`src/rtl/fpnew_opgroup_share_pkg.sv`:
```
// fpnew_opgroup_share_pkg -- arbitration FSM state type and id-width helper.
// Rev 1.0
`default_nettype none

package fpnew_opgroup_share_pkg;

   typedef enum logic [0:0] {
      SHARE_IDLE = 1'b0,
      SHARE_HOLD = 1'b1
   } share_state_e;

   function automatic int unsigned share_id_width(input int unsigned num_ports);
      return (num_ports > 1) ? $clog2(num_ports) : 1;
   endfunction

endpackage

`default_nettype wire

```
`src/rtl/fpnew_rr_select.sv`:
```
// fpnew_rr_select -- round-robin pick of the first request at or after ptr.
// Rev 1.0
`default_nettype none

module fpnew_rr_select
   import fpnew_opgroup_share_pkg::*;
#(
   parameter int unsigned NumReq = 2,
   parameter int unsigned IdW    = share_id_width(NumReq)
) (
   input  logic [NumReq-1:0] req,
   input  logic [IdW-1:0]    ptr,
   output logic [NumReq-1:0] gnt,
   output logic [IdW-1:0]    idx,
   output logic              valid
);

   logic [IdW-1:0] cand;

   always_comb begin
      gnt   = '0;
      idx   = '0;
      valid = 1'b0;
      cand  = '0;
      for (int k = 0; k < int'(NumReq); k++) begin
         cand = IdW'((int'(ptr) + k) % int'(NumReq));
         if (!valid && req[cand]) begin
            valid     = 1'b1;
            idx       = cand;
            gnt[cand] = 1'b1;
         end
      end
   end

endmodule

`default_nettype wire

```
`src/rtl/fpnew_opgroup_share.sv`:
```
// fpnew_opgroup_share -- shares one operation-group datapath among NumPorts requesters.
// Rev 1.0
`default_nettype none

module fpnew_opgroup_share
   import fpnew_opgroup_share_pkg::*;
#(
   parameter  int unsigned NumPorts       = 2,
   parameter  int unsigned ReqWidth       = 64,
   parameter  int unsigned RspWidth       = 40,
   parameter  int unsigned MaxOutstanding = 4,
   localparam int unsigned IdW            = share_id_width(NumPorts)
) (
   input  logic                               clk_i,
   input  logic                               rst_i,
   input  logic                               flush_i,
   input  logic [NumPorts-1:0]                port_req_valid_i,
   output logic [NumPorts-1:0]                port_req_ready_o,
   input  logic [NumPorts-1:0][ReqWidth-1:0]  port_req_data_i,
   output logic [NumPorts-1:0]                port_rsp_valid_o,
   input  logic [NumPorts-1:0]                port_rsp_ready_i,
   output logic [NumPorts-1:0][RspWidth-1:0]  port_rsp_data_o,
   output logic                               dp_req_valid_o,
   input  logic                               dp_req_ready_i,
   output logic [ReqWidth-1:0]                dp_req_data_o,
   output logic [IdW-1:0]                     dp_req_id_o,
   input  logic                               dp_rsp_valid_i,
   output logic                               dp_rsp_ready_o,
   input  logic [RspWidth-1:0]                dp_rsp_data_i,
   input  logic [IdW-1:0]                     dp_rsp_id_i,
   output logic                               flush_o,
   output logic                               busy_o
);

   localparam int unsigned     CntW   = $clog2(MaxOutstanding + 1);
   localparam logic [CntW-1:0] CntMax = CntW'(MaxOutstanding);

   share_state_e        state_q, state_d;
   logic [IdW-1:0]      rr_ptr_q, hold_idx_q;
   logic [CntW-1:0]     cnt_q [NumPorts];

   logic [NumPorts-1:0] eligible, sel_gnt, gnt_oh, rsp_hit, rsp_hs, cnt_nz;
   logic [IdW-1:0]      sel_idx, gnt_idx, next_ptr;
   logic                sel_valid, req_hs, holding;

   fpnew_rr_select #(
      .NumReq (NumPorts),
      .IdW    (IdW)
   ) u_rr_select (
      .req   (eligible),
      .ptr   (rr_ptr_q),
      .gnt   (sel_gnt),
      .idx   (sel_idx),
      .valid (sel_valid)
   );

   assign holding        = (state_q == SHARE_HOLD);
   assign gnt_idx        = holding ? hold_idx_q : sel_idx;
   assign dp_req_valid_o = (holding || sel_valid) && !flush_i && !rst_i;
   assign dp_req_data_o  = port_req_data_i[gnt_idx];
   assign dp_req_id_o    = gnt_idx;
   assign req_hs         = dp_req_valid_o && dp_req_ready_i;
   assign next_ptr       = (gnt_idx == IdW'(NumPorts - 1)) ? '0 : gnt_idx + IdW'(1);
   assign flush_o        = flush_i;
   assign busy_o         = !rst_i && ((|cnt_nz) || holding);

   for (genvar i = 0; i < int'(NumPorts); i++) begin : g_port
      // A held grant keeps its port regardless of the arbiter's current pick.
      assign gnt_oh[i]           = holding ? (hold_idx_q == IdW'(i)) : sel_gnt[i];
      assign eligible[i]         = port_req_valid_i[i] && (cnt_q[i] < CntMax);
      assign port_req_ready_o[i] = req_hs && gnt_oh[i];
      assign cnt_nz[i]           = (cnt_q[i] != '0);
      assign rsp_hit[i]          = (dp_rsp_id_i == IdW'(i)) && cnt_nz[i];
      assign port_rsp_valid_o[i] = dp_rsp_valid_i && rsp_hit[i] && !rst_i;
      assign rsp_hs[i]           = port_rsp_valid_o[i] && port_rsp_ready_i[i];
      assign port_rsp_data_o[i]  = dp_rsp_data_i;

      always_ff @(posedge clk_i) begin
         if (rst_i || flush_i) begin
            cnt_q[i] <= '0;
         end else if (port_req_ready_o[i] && !rsp_hs[i]) begin
            cnt_q[i] <= cnt_q[i] + CntW'(1);
         end else if (!port_req_ready_o[i] && rsp_hs[i]) begin
            cnt_q[i] <= cnt_q[i] - CntW'(1);
         end
      end
   end

   // Unknown or idle ids are swallowed so a stray response can never stall the datapath.
   always_comb begin
      dp_rsp_ready_o = 1'b1;
      for (int i = 0; i < int'(NumPorts); i++) begin
         if (rsp_hit[i]) begin
            dp_rsp_ready_o = port_rsp_ready_i[i];
         end
      end
   end

   always_comb begin
      state_d = state_q;
      if (flush_i) begin
         state_d = SHARE_IDLE;
      end else begin
         case (state_q)
            SHARE_IDLE: if (dp_req_valid_o && !dp_req_ready_i) state_d = SHARE_HOLD;
            SHARE_HOLD: if (dp_req_ready_i)                     state_d = SHARE_IDLE;
            default:                                            state_d = SHARE_IDLE;
         endcase
      end
   end

   always_ff @(posedge clk_i) begin
      if (rst_i) begin
         state_q    <= SHARE_IDLE;
         rr_ptr_q   <= '0;
         hold_idx_q <= '0;
      end else begin
         state_q <= state_d;
         if (req_hs) begin
            rr_ptr_q <= next_ptr;
         end
         if (!holding && dp_req_valid_o && !dp_req_ready_i) begin
            hold_idx_q <= sel_idx;
         end
      end
   end

endmodule

`default_nettype wire

```
`config.mk`:
```
export PLATFORM = sky130hd
export DESIGN_NAME = fpnew_opgroup_share
export DESIGN_NICKNAME = d
export VERILOG_FILES = /design/src/rtl/fpnew_opgroup_share_pkg.sv /design/src/rtl/fpnew_rr_select.sv /design/src/rtl/fpnew_opgroup_share.sv
export SDC_FILE = /design/constraint.sdc
export NUM_CORES = 1
export LEC_CHECK = 0
export BUFFER_PORTS_ARGS = -buffer_cell sky130_fd_sc_hd__buf_2
export CORE_AREA = 4 4 127 129
export CTS_CLUSTER_DIAMETER = 150
export DETAILED_ROUTE_END_ITERATION = 6
export DIE_AREA = 0 0 131 133
export HOLD_SLACK_MARGIN = 0.03
export SYNTH_ARGS = -nofsm -noshare
export SYNTH_HDL_FRONTEND = slang
export SYNTH_HIERARCHICAL = 1
export SYNTH_SLANG_ARGS = --single-unit
```
`constraint.sdc`:
```
create_clock -name clk_i -period 3.15 [get_ports clk_i]
set_clock_uncertainty 0.05 [all_clocks]
set_input_delay 0.315 -clock clk_i [delete_from_list [all_inputs] [get_ports clk_i]]
set_output_delay 0.315 -clock clk_i [all_outputs]
set_load 0.005 [all_outputs]
```
## Yosys cells after proc, flatten, opt, wreduce, memory -nomap -nowiden

Memory sizes are Yosys's and may differ from the RTL's.
Cells that the tools add are included.

| storage, ports and cells | value |
|---|---|
| logic and storage cells | 112 |
| memories kept | 1 |
| output and inout bits | 153 |
| register bits | 3 |
| bits of input ports | 178 |
| memory bits (writable) | 6 |

| cells by class | value |
|---|---|
| bitwise logic cells | 8 |
| reductions and logical operators | 42 |
| mux-type cells | 45 |
| $add $sub $neg | 6 |
| order comparisons | 7 |

Memory list:

| name | depth | bits a word | read ports | clocked after Yosys merged registers in | wr ports | RTL line | text |
|---|---|---|---|---|---|---|---|
| cnt_q | 2 | 3 | 2 | 0 | 2 | fpnew_opgroup_share.sv:40 | `logic [CntW-1:0] cnt_q [NumPorts];` |

Operator list:

| cell | number |
|---|---|
| 64-bit two-way mux | 2 |
| 1-bit two-way mux | 34 |
| 1-bit logical AND | 26 |
| 3-bit two-way mux | 4 |
| 1-bit zero test | 9 |
| 3-bit by 1-bit adder with 3-bit output (second input constant) | 2 |
| 1-bit by 2-bit < comparator with 1-bit output (second input constant) | 3 |
| 3-bit < comparator (second input constant) | 2 |
| 3-bit nonzero test | 2 |
| 3-bit by 1-bit subtractor with 3-bit output (second input constant) | 2 |
| 2-bit two-way mux | 2 |
| 1-bit OR | 4 |
| 2-bit OR reduction | 2 |
| 1-bit logical OR | 3 |
| 1-bit inverter | 3 |
| 1-bit adder (second input constant) | 2 |
| 1-bit demux with 1-bit select | 2 |
| 1-bit >= comparator (second input constant) | 2 |
| 2-bit OR | 1 |
| 1-bit one-hot mux with 2 select lines | 1 |

## Depth between registers and ports, before layout

Gate-level depths: netlist (run 1).

| depth | value |
|---|---|
| depth in word-level cells | 20 |
| gate-level depth with buffers | 8 |
| gate-level depth less buffers | 8 |

## Cells and area by module

Netlist (run 1), hierarchy kept.

Modules (own cells, without submodules):

| module | seq. area each (um^2) | cells each | area an instance (um^2) | instances |
|---|---|---|---|---|
| fpnew_opgroup_share | 240.2 | 223 | 2228.4 | 1 |
| fpnew_rr_select | 0.0 | 5 | 32.5 | 1 |

## Worst setup path after synthesis (run 1)

No wires, ideal clock.

| path | value |
|---|---|
| path kind | register to register |
| start | memory cnt_q[1][2] (netlist bit) |
| end | memory cnt_q[1][2] (netlist bit) (data pin) |
| cell stages (with the launch flop) | 9 |
| setup time | 0.262 ns |
| data arrival time | 1.905 ns |
| path buffers | 0 |
| clock period less this slack | 2.217 ns |
| slack | 0.933 ns |
| data required time | 2.838 ns |
| cell sequence | edfxtp_1 -> nor2b_1 -> or2_1 -> or2_2 -> nand4_2 -> nand3_1 -> fa_1 -> xnor2_1 -> mux2i_1 |

RTL lines:

| item | RTL line |
|---|---|
| start: declaration | fpnew_opgroup_share.sv:40 |

==> qor.csv, run 1 <==
stage;metric;value;unit
timing;max-slew violations;0;
global_route;first-pass GRT wire length;10160;µm
cells_and_area;ANT cells;0;
setup_path;register-to-register setup slack;750;ps
clock_network;# resized after CTS;0;
synthesis;mapped cell area;0.002261;mm²
route;final wirelength;8077;µm
clock_network;clk slew on worst S/H paths;40;ps
placed_design;Port Buffer Count;210;
power_and_ir_drop;cell leakage power;0.001615;µW
setup_path;worst-path cell chain;nor2b_1, a21boi_0, mux2i_4, buf_4, mux2_2, buf_2;
clock_network;CTS H-Tree Depth;1;
power_and_ir_drop;pwr/cell area;254.3;mW/mm²
setup_path;CP max stage cell;buf_4;
route;detailed-route via count;1971;
cells_and_area;most common cell after layout, fill and taps aside;buf_2;
setup_path;endpoint class of the critical path;output port;
clock_network;clock buffer depth;2;
timing;max_slew headroom;0.6347;
clock_network;hold_buf cts;0;
status;status;finished clean;
cells_and_area;area delta synth->final;30.60;%
die;Starting Density;0.1504;
clock_network;CTS root buf;clkbuf_16;
setup_path;Setup Crit Path Kind;flop to output port;
timing;ratio of final minimum period to clock period;0.8545;
cells_and_area;Post-Layout Cell Count;543;
global_route;number of antenna violations at the first check in global routing;0;
die;io pins;331;
die;Die Area;0.01742;mm²
placed_design;Detailed Place HPWL;7222;µm
timing;count of endpoints failing setup in the final report;0;
route;drt first-iter violations;46;
synthesis;Synth area leader;buf_4;
setup_path;slowest stage delay, CP;450;ps
cells_and_area;FILL cells;1682;
clock_network;setup repair bufs after CTS;0;
die;Die X;131;µm
clock_network;CTS tree;built;
power_and_ir_drop;VDD IR max;0.0002324;V
timing;Setup Total Neg Slack;0;ps
synthesis;Yosys top cell area share;0.2690;
global_route;vias in the first global route;1922;
clock_network;clock net sink count;9;
clock_network;total CTS buffers;3;
die;die span in y;133;µm
timing;final hold vios;0;
timing;minimum clock period;2692;ps
route;Vias per Instance;3.630;
setup_path;CP startpoint kind;flop;
synthesis;post-synthesis net count;410;
route;WL per Instance;14.87;µm
timing;Tightest Pin Transition;548.0;ps
synthesis;Syn Inst Count;228;
die;FP Rows;45;
route;DRT antenna net count;0;
timing;unrepaired setup endpoints after global routing;no;
setup_path;Arr. time, crit path;2330;ps
die;Core Box Area;0.01503;mm²
setup_path;largest fanout on the critical path;35;
synthesis;Synth Register Bits;9;
placed_design;final RePlAce weighted congestion;0.7596;
cells_and_area;Layout Nets;538;
synthesis;Distinct cells, synth;35;
synthesis;Synth area leaders;buf_4 27%, mux2_4 25%, mux2_2 13%, edfxtp_1 8.0%, dfxtp_1 2.7%;
route;DR DRC count;0;
placed_design;DP Cell Count;539;
timing;Fmax;0.3715;GHz
synthesis;YS warnings;6;
route;drt pass-1 iters;4;
global_route;GR Util All Layers;0.07564;
global_route;largest net degree at the start of global routing;36;
job;Max Cap Viol;0;
synthesis;post-synthesis sequential area ratio;0.1063;
synthesis;Avg Inst Size Synth;9.916;µm²
cells_and_area;layout cells sized above 1;0.8028;
worst_hold_path;HP Class;primary input to flop;
global_route;total gr overflow;0;
clock_network;Worst-Skew Late Latency;230;ps
cells_and_area;leading cell types in the layout, fill and taps excluded;210 x buf_2, 38 x mux2_4, 26 x mux2_2;
setup_path;CP required;2780;ps
==> layer usage <==
| metal | track usage | part of all wire | vias up |
|---|---|---|---|
| met2 | 0.1498 | 0.52 | 144 |
| met4 | 0.009143 | 0.0031 | 0 |
| met5 | 0 | 0 | - |
| li1 | - | - | 953 |
| met3 | 0.02019 | 0.11 | 2 |
| met1 | 0.07962 | 0.37 | 872 |
==> state kept, by name (all words and copies together) (netlist names) <==
register    count
cnt_q           6
hold_idx_q      1
holding         1
rr_ptr_q        1
==> stage by stage <==
step / util / power, µW / hold slack (ps) / area (µm²) / setup slack, ps
2_1_floorplan: - / 433.4 / 337.4 / 2261 / 932.9
3_3_place_gp: 0.1912 / 534.1 / 475.3 / 2874 / 687.7
3_5_place_dp: 0.1912 / 534.9 / 477.3 / 2874 / 686.8
4_1_cts: 0.1964 / 760.2 / 268.5 / 2953 / 424.3
5_1_grt: 0.1964 / 796.2 / 285.7 / 2953 / 280.9
6_report: 0.1964 / 750.9 / 270.3 / 2953 / 458.4
==> logic make-up (layout without fill, tap and decap cells) <==
| logic type | count (synthesis) | in the layout | synth area share |
|---|---|---|---|
| buffers and inverters | 99 | 226 | 0.3248 |
| muxes | 70 | 70 | 0.4106 |
| and+or+nand+nor | 32 | 32 | 0.08854 |
| AOI/OAI and AO/OA | 11 | 11 | 0.03265 |
| DFF | 9 | 9 | 0.1063 |
| adders and majority gates | 4 | 4 | 0.02546 |
| xor gates and xnor gates | 3 | 3 | 0.01162 |
==> cells in the mapped netlist (all sizes together) <==
cell     count
nor3         3
ha           3
o22a         1
fa           1
nor4         1
nor2b        4
or2          4
mux2        65
inv         10
nand3        5
a21oi        4
nand2        2
o2111ai      1
nand4        1
mux2i        5
edfxtp       6
buf         89
a21boi       3
nand2b       3
o31ai        1
dfxtp        3
xnor2        3
o22ai        1
nor2         7
nor4b        2
==> cell type report <==
cell class	count	area (µm²)	area share
Clock buffer	4	78.83	0.02669
Timing Repair Buffer	212	1066	0.3610
Multi-Input combinational cell	120	1295	0.4386
Inverter	10	37.54	0.01271
Tap cell	188	235.2	0.07966
Sequential cell	9	240.2	0.08136
==> where the power goes <==
part / total (µW) / switching (µW) / internal (µW)
Sequential: 139 / 6.50 / 133
Combinational: 389 / 153 / 236
Clock: 222 / 53.3 / 169
Total: 751 / 213 / 538
==> path summary, 6_finish.rpt <==
path	cells after the start	startpoint	end
setup / recovery	6	cnt_q[0][2]$_DFFE_PP_	dp_req_data_o[55]
hold / removal	2	flush_i	holding$_SDFF_PP0_
setup reg to reg	8	cnt_q[1][2]$_SDFFCE_PN0P_	cnt_q[1][2]$_SDFFCE_PN0P_
hold reg to reg	2	rr_ptr_q$_SDFFE_PP0P_	rr_ptr_q$_SDFFE_PP0P_
==> worst max-delay path: cells and delay by family (launching register included) <==
kind                   cells  cell delay, ps
AO/OA/AOI/OAI              1             200
multiplexers               2             600
flip-flops                 1             430
buffers and inverters      2             600
AND/OR/NAND/NOR            1             230
(Power assumes the default switching activity.)
==> inputs of run 2 (changes only) <==
- BUFFER_PORTS_ARGS: -buffer_cell sky130_fd_sc_hd__buf_2 -> not set
- DONT_BUFFER_PORTS: not set -> 1
- RECOVER_POWER: not set -> 100
- SETUP_SLACK_MARGIN: not set -> 0.05
==> qor.csv, run 2 (synthesis results as in run 1) <==
stage;metric;value;unit
placed_design;Place WS;601.5;ps
route;Met1 Wirelength;2481;µm
cells_and_area;most flop-heavy register;cnt_q;
timing;Fmax;0.3841;GHz
route;detailed-route via count;1287;
timing;final hold vios;0;
placed_design;final RePlAce weighted congestion;0.7681;
route;met2 wire len;4061;µm
timing;unrepaired setup endpoints after global routing;no;
cells_and_area;Layout Nets;327;
clock_network;total CTS buffers;3;
route;uppermost layer routed;met4;
die;FP Rows;45;
timing;count of endpoints failing setup in the final report;0;
setup_path;CP startpoint kind;flop;
timing;Tightest Pin Transition;410.0;ps
route;WL per Instance;22.73;µm
placed_design;Port Buffer Count;0;
job;Max Cap Viol;0;
global_route;total gr overflow;0;
power_and_ir_drop;cell leakage power;0.0005901;µW
setup_path;CP required;3180;ps
timing;minimum clock period;2603;ps
status;status;finished clean;
die;Die Area;0.01742;mm²
route;DR DRC count;0;
clock_network;Worst-Skew Late Latency;240;ps
clock_network;CTS tree;built;
cells_and_area;Largest register FFs;6;
die;io pins;331;
timing;max-slew violations;0;
global_route;GR Util All Layers;0.06914;
setup_path;endpoint class of the critical path;flop;
clock_network;clock net sink count;9;
cells_and_area;most common cell after layout, fill and taps aside;mux2_1;
setup_path;Setup Crit Path Kind;flop to flop;
clock_network;setup repair bufs after CTS;0;
power_and_ir_drop;pwr/cell area;315.4;mW/mm²
route;drt pass-1 iters;4;
die;Core Box Area;0.01503;mm²
cells_and_area;Post-Layout Cell Count;332;
cells_and_area;area delta synth->final;-22.25;%
clock_network;# resized after CTS;0;
die;Starting Density;0.1504;
cells_and_area;design area;0.001758;mm²
setup_path;largest fanout on the critical path;4;
route;final wirelength;7546;µm
route;Vias per Instance;3.877;
timing;ratio of final minimum period to clock period;0.8264;
global_route;first-pass GRT wire length;8721;µm
die;Die X;131;µm
timing;Final Worst Setup Slack;546.8;ps
route;DRT antenna net count;0;
cells_and_area;leading cell types in the layout, fill and taps excluded;53 x mux2_1, 12 x mux2_2, 10 x inv_1;
setup_path;Arr. time, crit path;2630;ps
route;met3 wire length;976;µm
clock_network;CTS root buf;clkbuf_16;
route;drt first-iter violations;44;
timing;max_slew headroom;0.7242;
placed_design;Detailed Place HPWL;6659;µm
global_route;vias in the first global route;1303;
clock_network;clock buffer depth;2;
die;die span in y;133;µm
clock_network;hold_buf cts;0;
placed_design;Placed Area;0.001828;mm²
timing;Setup Total Neg Slack;0;ps
cells_and_area;layout cells sized above 1;0.1458;
global_route;largest net degree at the start of global routing;66;
global_route;number of antenna violations at the first check in global routing;0;
power_and_ir_drop;VDD IR max;0.0002092;V
placed_design;DP Cell Count;328;
cells_and_area;ANT cells;0;
worst_hold_path;HP Class;primary input to flop;
clock_network;clk slew on worst S/H paths;40;ps
clock_network;CTS H-Tree Depth;1;
## run 2: cell types whose count changed in the layout (fill, tap and decap cells not counted), sizes merged
| cell | change |
|---|---|
| buf | -211 |
## run 2: area by class of cell
cell class,instances,area [µm²]
timing repair buffer,1,20.02
multi-input combinational,120,1146
sequential,9,240.2
clock buffer,4,78.83
inverter,10,37.54
tap,188,235.2
fill,1731,13280
## run 2: path summary, 6_finish.rpt
| kind | to | startpoint | slack, ps | cells after the start |
|---|---|---|---|---|
| max | cnt_q[1][2]$_SDFFCE_PN0P_ | cnt_q[0][2]$_DFFE_PP_ | 550 | 8 |
| min reg2reg | rr_ptr_q$_SDFFE_PP0P_ | rr_ptr_q$_SDFFE_PP0P_ | 500 | 2 |
| min | hold_idx_q$_SDFFE_PP0P_ | rst_i | 100 | 1 |
| max reg2reg | cnt_q[1][2]$_SDFFCE_PN0P_ | cnt_q[0][2]$_DFFE_PP_ | 550 | 8 |
## run 2: routing by layer
| metal | vias to the layer above | track usage |
|---|---|---|
| li1 | 528 | - |
| met1 | 598 | 0.07394 |
| met2 | 158 | 0.1337 |
| met3 | 3 | 0.02059 |
| met4 | 0 | 0.009143 |
| met5 | - | 0 |
## run 2: power by group
part	internal, µW	total (µW)	switching (µW)
combinational	84.9	189	104
clock	169	225	56.1
sequential	133	140	6.92
## run 2: critical path: stages, from the launching register on
cell,delay [ps]
edfxtp_1,440
nor2b_1,270
a21boi_0,150
mux2_1,300
nand4_1,150
nand3_1,190
fa_1,430
xnor2_1,220
mux2i_1,240
## run 2: metrics by stage
| stage | total power, µW | utilization | hold slack [ps] |
|---|---|---|---|
| 2_1_floorplan | 433.4 | - | 337.4 |
| 3_3_place_gp | 378.2 | 0.1216 | 339.6 |
| 3_5_place_dp | 381.3 | 0.1216 | 340.8 |
| 4_1_cts | 613.0 | 0.1268 | 89.92 |
| 5_1_grt | 579.7 | 0.1169 | 94.86 |
| 6_report | 554.4 | 0.1169 | 96.09 |
